`config.mk`:
```
export PLATFORM = sky130hd
export DESIGN_NAME = fu_issue_scheduler
export DESIGN_NICKNAME = d
export VERILOG_FILES = /design/src/rtl/fu_issue_scheduler.sv
export SDC_FILE = /design/constraint.sdc
export NUM_CORES = 1
export LEC_CHECK = 0
export BUFFER_PORTS_ARGS = -buffer_cell sky130_fd_sc_hd__buf_2
export CORE_ASPECT_RATIO = 0.8
export CORE_MARGIN = 5
export CORE_UTILIZATION = 30
export DETAILED_ROUTE_END_ITERATION = 6
export PLACE_DENSITY = 0.6
export SKIP_LAST_GASP = 1
export SLEW_MARGIN = 15
export SYNTH_ARGS = -nofsm -noshare
export SYNTH_HDL_FRONTEND = slang
export SYNTH_SLANG_ARGS = --single-unit
```
`constraint.sdc`:
```
create_clock -name clk -period 3.6 [get_ports clk]
set_clock_uncertainty 0.2 [all_clocks]
set_input_delay 0.72 -clock clk [delete_from_list [all_inputs] [get_ports clk]]
set_output_delay 0.72 -clock clk [all_outputs]
set_load 0.05 [all_outputs]
```
`src/rtl/fu_issue_scheduler.sv`:
```
// Dual-lane in-order issue scheduler: register scoreboard plus per-unit busy countdowns
// for the shared adder, multiplier and memory port.
module fu_issue_scheduler #(
  parameter int unsigned ADD_LAT = 1,
  parameter int unsigned MUL_LAT = 4,
  parameter int unsigned MEM_LAT = 2
) (
  input  logic        clk,
  input  logic        reset,
  input  logic        req1,
  input  logic [1:0]  op1,
  input  logic [4:0]  rd1,
  input  logic [4:0]  rs1_1,
  input  logic [4:0]  rs2_1,
  input  logic        req2,
  input  logic [1:0]  op2,
  input  logic [4:0]  rd2,
  input  logic [4:0]  rs1_2,
  input  logic [4:0]  rs2_2,
  input  logic        wb_valid1,
  input  logic [4:0]  wb_rd1,
  input  logic        wb_valid2,
  input  logic [4:0]  wb_rd2,
  output logic        grant1,
  output logic        grant2,
  output logic        stall1,
  output logic        stall2,
  output logic        busy_add,
  output logic        busy_mul,
  output logic        busy_mem,
  output logic [31:0] pending
);

  localparam int unsigned CW = 4;
  localparam int unsigned NREG = 32;

  localparam logic [1:0] OP_ADD   = 2'd0;
  localparam logic [1:0] OP_MUL   = 2'd1;
  localparam logic [1:0] OP_LOAD  = 2'd2;
  localparam logic [1:0] OP_STORE = 2'd3;

  localparam logic [1:0] U_ADD = 2'd0;
  localparam logic [1:0] U_MUL = 2'd1;
  localparam logic [1:0] U_MEM = 2'd2;

  function automatic logic [1:0] unit_of(input logic [1:0] op);
    if (op == OP_ADD)      return U_ADD;
    else if (op == OP_MUL) return U_MUL;
    else                   return U_MEM;
  endfunction

  function automatic logic writes_rd(input logic [1:0] op);
    return op != OP_STORE;
  endfunction

  function automatic logic reads_rs2(input logic [1:0] op);
    return op != OP_LOAD;
  endfunction

  function automatic logic [CW-1:0] next_cnt(input logic [CW-1:0] c, input logic load,
                                             input logic [CW-1:0] lat);
    if (load)          return lat;
    else if (c != '0)  return c - CW'(1);
    else               return '0;
  endfunction

  logic [CW-1:0]   cnt_add, cnt_mul, cnt_mem;
  logic [CW-1:0]   cnt_add_nxt, cnt_mul_nxt, cnt_mem_nxt;
  logic [NREG-1:0] pending_nxt;
  logic [3:0]      unit_free;
  logic [1:0]      u1, u2;
  logic            haz1, haz2, dep12, w1;
  logic            load_add, load_mul, load_mem;

  // Hazard checks and grants; writebacks deliberately do not bypass into this cycle.
  always_comb begin
    unit_free = {1'b0, cnt_mem == '0, cnt_mul == '0, cnt_add == '0};
    u1 = unit_of(op1);
    u2 = unit_of(op2);

    haz1 = pending[rs1_1] || (reads_rs2(op1) && pending[rs2_1]) ||
           (writes_rd(op1) && pending[rd1]);
    grant1 = !reset && req1 && unit_free[u1] && !haz1;

    haz2 = pending[rs1_2] || (reads_rs2(op2) && pending[rs2_2]) ||
           (writes_rd(op2) && pending[rd2]);
    w1 = grant1 && writes_rd(op1) && (rd1 != 5'd0);
    dep12 = w1 && ((rs1_2 == rd1) || (reads_rs2(op2) && (rs2_2 == rd1)) ||
                   (writes_rd(op2) && (rd2 == rd1)));
    grant2 = !reset && req2 && (grant1 || !req1) && unit_free[u2] &&
             !(grant1 && (u1 == u2)) && !haz2 && !dep12;

    stall1 = !reset && req1 && !grant1;
    stall2 = !reset && req2 && !grant2;
  end

  // Next state: countdown reloads and scoreboard update (clears first, then sets win).
  always_comb begin
    load_add = (grant1 && (u1 == U_ADD)) || (grant2 && (u2 == U_ADD));
    load_mul = (grant1 && (u1 == U_MUL)) || (grant2 && (u2 == U_MUL));
    load_mem = (grant1 && (u1 == U_MEM)) || (grant2 && (u2 == U_MEM));
    cnt_add_nxt = next_cnt(cnt_add, load_add, CW'(ADD_LAT));
    cnt_mul_nxt = next_cnt(cnt_mul, load_mul, CW'(MUL_LAT));
    cnt_mem_nxt = next_cnt(cnt_mem, load_mem, CW'(MEM_LAT));

    pending_nxt = pending;
    if (wb_valid1) pending_nxt[wb_rd1] = 1'b0;
    if (wb_valid2) pending_nxt[wb_rd2] = 1'b0;
    if (grant1 && writes_rd(op1)) pending_nxt[rd1] = 1'b1;
    if (grant2 && writes_rd(op2)) pending_nxt[rd2] = 1'b1;
    pending_nxt[0] = 1'b0;
  end

  always_ff @(posedge clk or posedge reset) begin
    if (reset) begin
      cnt_add <= '0;
      cnt_mul <= '0;
      cnt_mem <= '0;
      pending <= '0;
    end else begin
      cnt_add <= cnt_add_nxt;
      cnt_mul <= cnt_mul_nxt;
      cnt_mem <= cnt_mem_nxt;
      pending <= pending_nxt;
    end
  end

  assign busy_add = cnt_add != '0;
  assign busy_mul = cnt_mul != '0;
  assign busy_mem = cnt_mem != '0;

endmodule

```
[Word-level counts from Yosys, hierarchy flattened]
Cells that the tools add are included.
Storage, ports and cells
  bits in registers: 43
  bits of input ports: 50
  output and inout bits: 39
Cells by class
  add/sub/neg operators: 3
  order comparisons: 14
  equal/unequal tests: 14
  muxes and demuxes: 38
  bitwise gates (word level): 6
  reduce and logical (&&, ||, !) cells: 61
Operator list (number)
  two-way mux 32 bit: 4
  AND 32 bit: 2
  inverter 32 bit: 2
  OR 32 bit: 2
  less-than comparator 5 x 6 -> 1 bit (second input constant): 8
  logical AND 1 bit: 32
  binary-select mux 1 bit (select 5 bit): 6
  two-way mux 4 bit: 6
  demux 1 bit (select 5 bit): 4
  >= comparator 5 x 1 -> 1 bit (second input constant): 4
  == test 5 bit: 3
  zero test 4 bit: 3
  two-way mux 1 bit: 12
  nonzero test 4 bit: 3
  subtractor 4 x 1 -> 4 bit (second input constant): 3
  logical OR 1 bit: 10
  == test 2 x 1 -> 1 bit (second input constant): 4
  zero test 1 bit: 8
  zero test 2 bit: 4
  two-way mux 2 bit: 4
  != test 2 bit (second input constant): 4
  less-than comparator 2 x 3 -> 1 bit (second input constant): 2
  nonzero test 5 bit: 1
  binary-select mux 1 bit (select 2 bit): 2
  2 further kinds: 3

[Logic depth before layout (Yosys ltp)]
  depth in word-level cells: 16
  mapped depth: 12
  gate-level depth less buffers: 10

[Least setup slack after synthesis]
No wires, ideal clock.
  path type: in2out
  start: in rs2_1[1]
  end: out stall1
  data arrival time: 3.463 ns
  data required time: 2.680 ns
  slack: -0.783 ns
  cell stages on the path: 9
  buffers on the path: 2
  cell sequence: clkbuf_1 mux4_2 a22oi_1 a211oi_1 a22o_1 a21o_1 clkinv_1 clkbuf_1 nor2_1
Between the ends
  word-level cells in the longest chain between the ends: 9
RTL lines
  start, declared: RTL line 14  | input logic [4:0] rs2_1,
  binary-select mux 1 bit (select 5 bit): RTL line 81  | haz1 = pending[rs1_1] || (reads_rs2(op1) && pending[rs2_1]) ||
  two-way mux 1 bit (not written as such): RTL line 81
  logical AND 1 bit: RTL line 81
  logical OR 1 bit (2 in a row): RTL line 81
  zero test 1 bit: RTL line 83  | grant1 = !reset && req1 && unit_free[u1] && !haz1;
  logical AND 1 bit: RTL line 83
  named net grant1: RTL line 24  | output logic grant1,
  zero test 1 bit: RTL line 93  | stall1 = !reset && req1 && !grant1;
  logical AND 1 bit: RTL line 93
  end, declared: RTL line 26  | output logic stall1,
The timed path passes the listed nets, and every way through them passes these cells. The select of a mux whose other input is x is not followed.

[Final worst setup path]
  start: reg pending[24]
  end: out stall2
Between the ends
  word-level cells in the longest chain between the ends: 15
RTL lines
  start, declared: RTL line 31  | output logic [31:0] pending
  start signal, assigned: RTL line 124  | pending <= pending_nxt;
  binary-select mux 1 bit (select 5 bit): RTL line 81
  two-way mux 1 bit (not written as such): RTL line 81
  logical AND 1 bit: RTL line 81
  logical OR 1 bit (2 in a row): RTL line 81
  zero test 1 bit: RTL line 83
  logical AND 1 bit: RTL line 83
  logical OR 1 bit: RTL line 90  | grant2 = !reset && req2 && (grant1 || !req1) && unit_free[u2] &&
  logical AND 1 bit (3 in a row): RTL line 90
  logical AND 1 bit: RTL line 91  | !(grant1 && (u1 == u2)) && !haz2 && !dep12;
  logical AND 1 bit (*): RTL line 91
  zero test 1 bit (*): RTL line 94  | stall2 = !reset && req2 && !grant2;
  logical AND 1 bit (*): RTL line 94
  end, declared: RTL line 27  | output logic stall2,
Every way passes the cells marked *; elsewhere a longest branch is shown, timed or not. The select of a mux whose other input is x is not followed.

==> flow_metrics.py <==
metrics = {
    "cts": {
        "cts_hold_buf": 0,
        "clock_path_buffers": 2,
        "path_clk_slew_ns": 0.07,
        "cts_tree": "yes",
        "cts_root_buf": "clkbuf_16",
        "cts_sinks": 43,
        "cts_made_buffers": 5,
        "clock_latency_ns": 0.29,
        "htreeDepth": 2,
    },
    "die": {
        "core-area_um2": 15700,
        "io_pins": 89,
        "dieArea_um2": 18500,
        "die_w_um": 151,
        "initial_core_util_pct": 30.3,
        "rows": 41,
        "die_h_um": 123,
    },
    "synth": {
        "syn-cell-area_um2": 4760,
        "ys_seq_area_share_pct": 22.6,
        "synth_area_leaders": "dfrtp_1, mux4_2, mux2i_1, a22oi_1, nand2_1",
        "synth_nets": 601,
        "synth_commonest_cells": "nand2_1, dfrtp_1, nand3_1",
        "async_reset_ff_share_pct": 100,
        "synth_cells": 550,
        "synth_warnings": 0,
        "synth_area_leader_cell": "dfrtp_1",
        "yosysMostFrequentCell": "nand2_1",
        "synth_ff_type": "dfrtp_1",
        "synth_edf_count": 0,
        "ys_types": 61,
        "ys_ff_latch": 43,
        "synth_top_area_share_pct": 22.6,
        "syn_avg_cell_area_um2": 8.66,
    },
    "power_and_ir_drop": {
        "power.leakage_nw": 2.94,
        "power_density_nw_per_um2": 356,
        "vdd_drop_max_mv": 0.179,
    },
    "global_routing": {
        "grt_start_max_net_pins": 44,
        "overflow": 0,
        "antenna_found_initial": 0,
        "grt_pass1_wl_um": 33900,
        "grt_pass1_vias": 5582,
        "grt_util_all_layers_pct": 24.2,
    },
    "cells_and_area": {
        "antenna_cells": 0,
        "syn2layout_area_growth_pct": 43.4,
        "drive_gt1_share_pct": 44.3,
        "fillers": 1540,
        "stdcell_count": 956,
        "final_nets": 791,
    },
    "routing": {
        "dr.pass1.iters": 5,
        "vias_per_cell": 6.00,
        "wl_um": 22500,
        "avgRoutedWirePerCell_um": 23.5,
        "drt_iter0_drc": 520,
        "drc": 0,
        "ant_nets": 0,
        "via_count": 5734,
    },
    "job": {
        "cap_viol_max_count": 0,
    },
    "timing": {
        "period_share_pct": 104,
        "timing_hold_violations_final": 0,
        "setup_slack_ns": -0.148,
        "max_slew_margin_pct": 37.9,
        "worst_pin_slew_ns": 0.930,
        "setup_viol": 4,
        "fmax_mhz": 267,
        "slew_viol_final": 0,
        "rsz0062_at_grt": "yes",
        "post-route-min-period_ns": 3.75,
        "final.setup.tns_ns": -0.402,
    },
    "setup_path": {
        "start_kind": "flip-flop",
        "cp_slowest_cell": "dfrtp_1",
        "critPathArrivalTime_ns": 2.83,
        "cp_slowest_stage_delay_ns": 0.49,
        "cp_top_family": "compound AO/OA/AOI/OAI gates",
        "path_cells": "buf_4 -> mux4_2 -> nand3b_1 -> nand4_1 -> a22o_1 -> a21o_1 -> o41ai_4 -> buf_4 -> a21oi_4 -> buf_6",
        "cpMostUsedCell": "buf_4",
        "path_buf_inv": 3,
        "critical_path_class": "reg -> out",
        "critical_path.max_fanout": 5,
        "worstPathRequired_ns": 2.68,
        "endpoint_kind": "output pin",
    },
    "placement": {
        "place_hpwl_um": 17500,
        "place_inst": 934,
        "pre_cts_ws_ns": -0.488,
        "place_congestion": 1.03,
        "portBuffers": 87,
    },
    "outcome": {
        "violations": "negative setup slack",
        "status": "complete, but fails checks",
    },
    "worst_hold_path": {
        "hold_class": "reg -> reg",
    },
}
## worst paths after layout
path                              from     endpoint  slack, ns  depth (start not counted)
min in group asynchronous        reset   cnt_mem[3]       0.51                          4
setup / recovery           pending[24]       stall2      -0.15                         10
hold / removal              cnt_mul[0]   cnt_mul[0]       0.32                          1
setup reg to reg           pending[24]  pending[15]       0.10                         16
max in group asynchronous        reset   pending[4]       2.23                          4
hold reg to reg             cnt_mul[0]   cnt_mul[0]       0.32                          1
## power by group
part / internal, mW / switching (mW)
combinational: 0.529 / 0.745
clock: 0.257 / 0.198
sequential: 0.560 / 0.140
total: 1.35 / 1.08
## layout make-up
class | count | area [um2] | area share, %
multi-input cells | 451 | 3630 | 53.2
well taps | 215 | 269 | 3.94
repair buffers | 231 | 1670 | 24.4
inverters | 8 | 38.8 | 0.568
flip-flops and latches | 43 | 1080 | 15.9
clock buffers | 7 | 133 | 1.94
clock inverters | 1 | 5.00 | 0.0733
## routing by layer
metal	routed length [um]	vias to the layer above	GRT usage (%)	share of wire (%)
met3	2930	35	7.46	13
met2	9360	375	34.1	42
met4	336	0	5.32	1.5
met1	9870	2809	36.1	44
li1	-	2515	-	-
met5	0	-	0	0
## registers in the layout, indices dropped and copies added, names as in the netlist
register,flops
pending,31
cnt_add,4
cnt_mem,4
cnt_mul,4
## layout by cell type (no fill, tap or decap), drive strengths merged, types with 3 or more instances in the layout
master,netlist,final
buf,23,231
mux2,13,13
nor3b,16,16
xnor2,4,4
and3b,11,11
and2,4,4
and3,8,8
xor2,11,11
nand2,60,60
nor4,4,4
nand3b,10,10
or3b,7,7
clkbuf,25,7
a31oi,16,16
mux2i,37,37
a22oi,36,36
a211oi,4,4
dfrtp,43,43
nor3,10,10
o21ai,37,37
nor2,21,21
a21o,3,3
o22ai,5,5
inv,7,7
nor2b,6,6
mux4,29,29
a21oi,21,21
o32ai,3,3
o221ai,4,4
nand3,38,38
## per-stage QoR
stage               util (%)  hold WS [ns]  area [um2]  total power [mW]
global placement        40.2         0.278        6310              1.86
detailed placement      40.2         0.297        6310              1.88
CTS                     42.8         0.315        6720              2.39
global route            43.5         0.325        6830              2.54
finish                  43.5         0.318        6830              2.43
floorplan                  -         0.267        4890              1.36
## kinds of logic (layout without fill, tap and decap cells)
| kind of cell | count (synthesis) | after routing | synth area share, % |
|---|---|---|---|
| other cells | 1 | 1 | 0.0787 |
| fa+ha+maj | 1 | 1 | 0.263 |
| simple gates | 207 | 207 | 23.6 |
| buf+inv | 56 | 247 | 5.18 |
| xor+xnor | 15 | 15 | 2.76 |
| compound gates | 148 | 148 | 20.9 |
| flops | 43 | 43 | 22.6 |
| mux | 79 | 79 | 24.6 |
## what timing repair did
| action | 4_1_cts | 5_1_grt |
|---|---|---|
| pin swaps | 16 | 12 |
| gates cloned | 0 | 0 |
| gates resized for setup | 43 | 31 |
| setup buffers | 14 | 3 |
| hold endpoints to repair | 0 | 0 |
| setup endpoints to repair | 5 | 20 |
(Power assumes the default switching activity.)
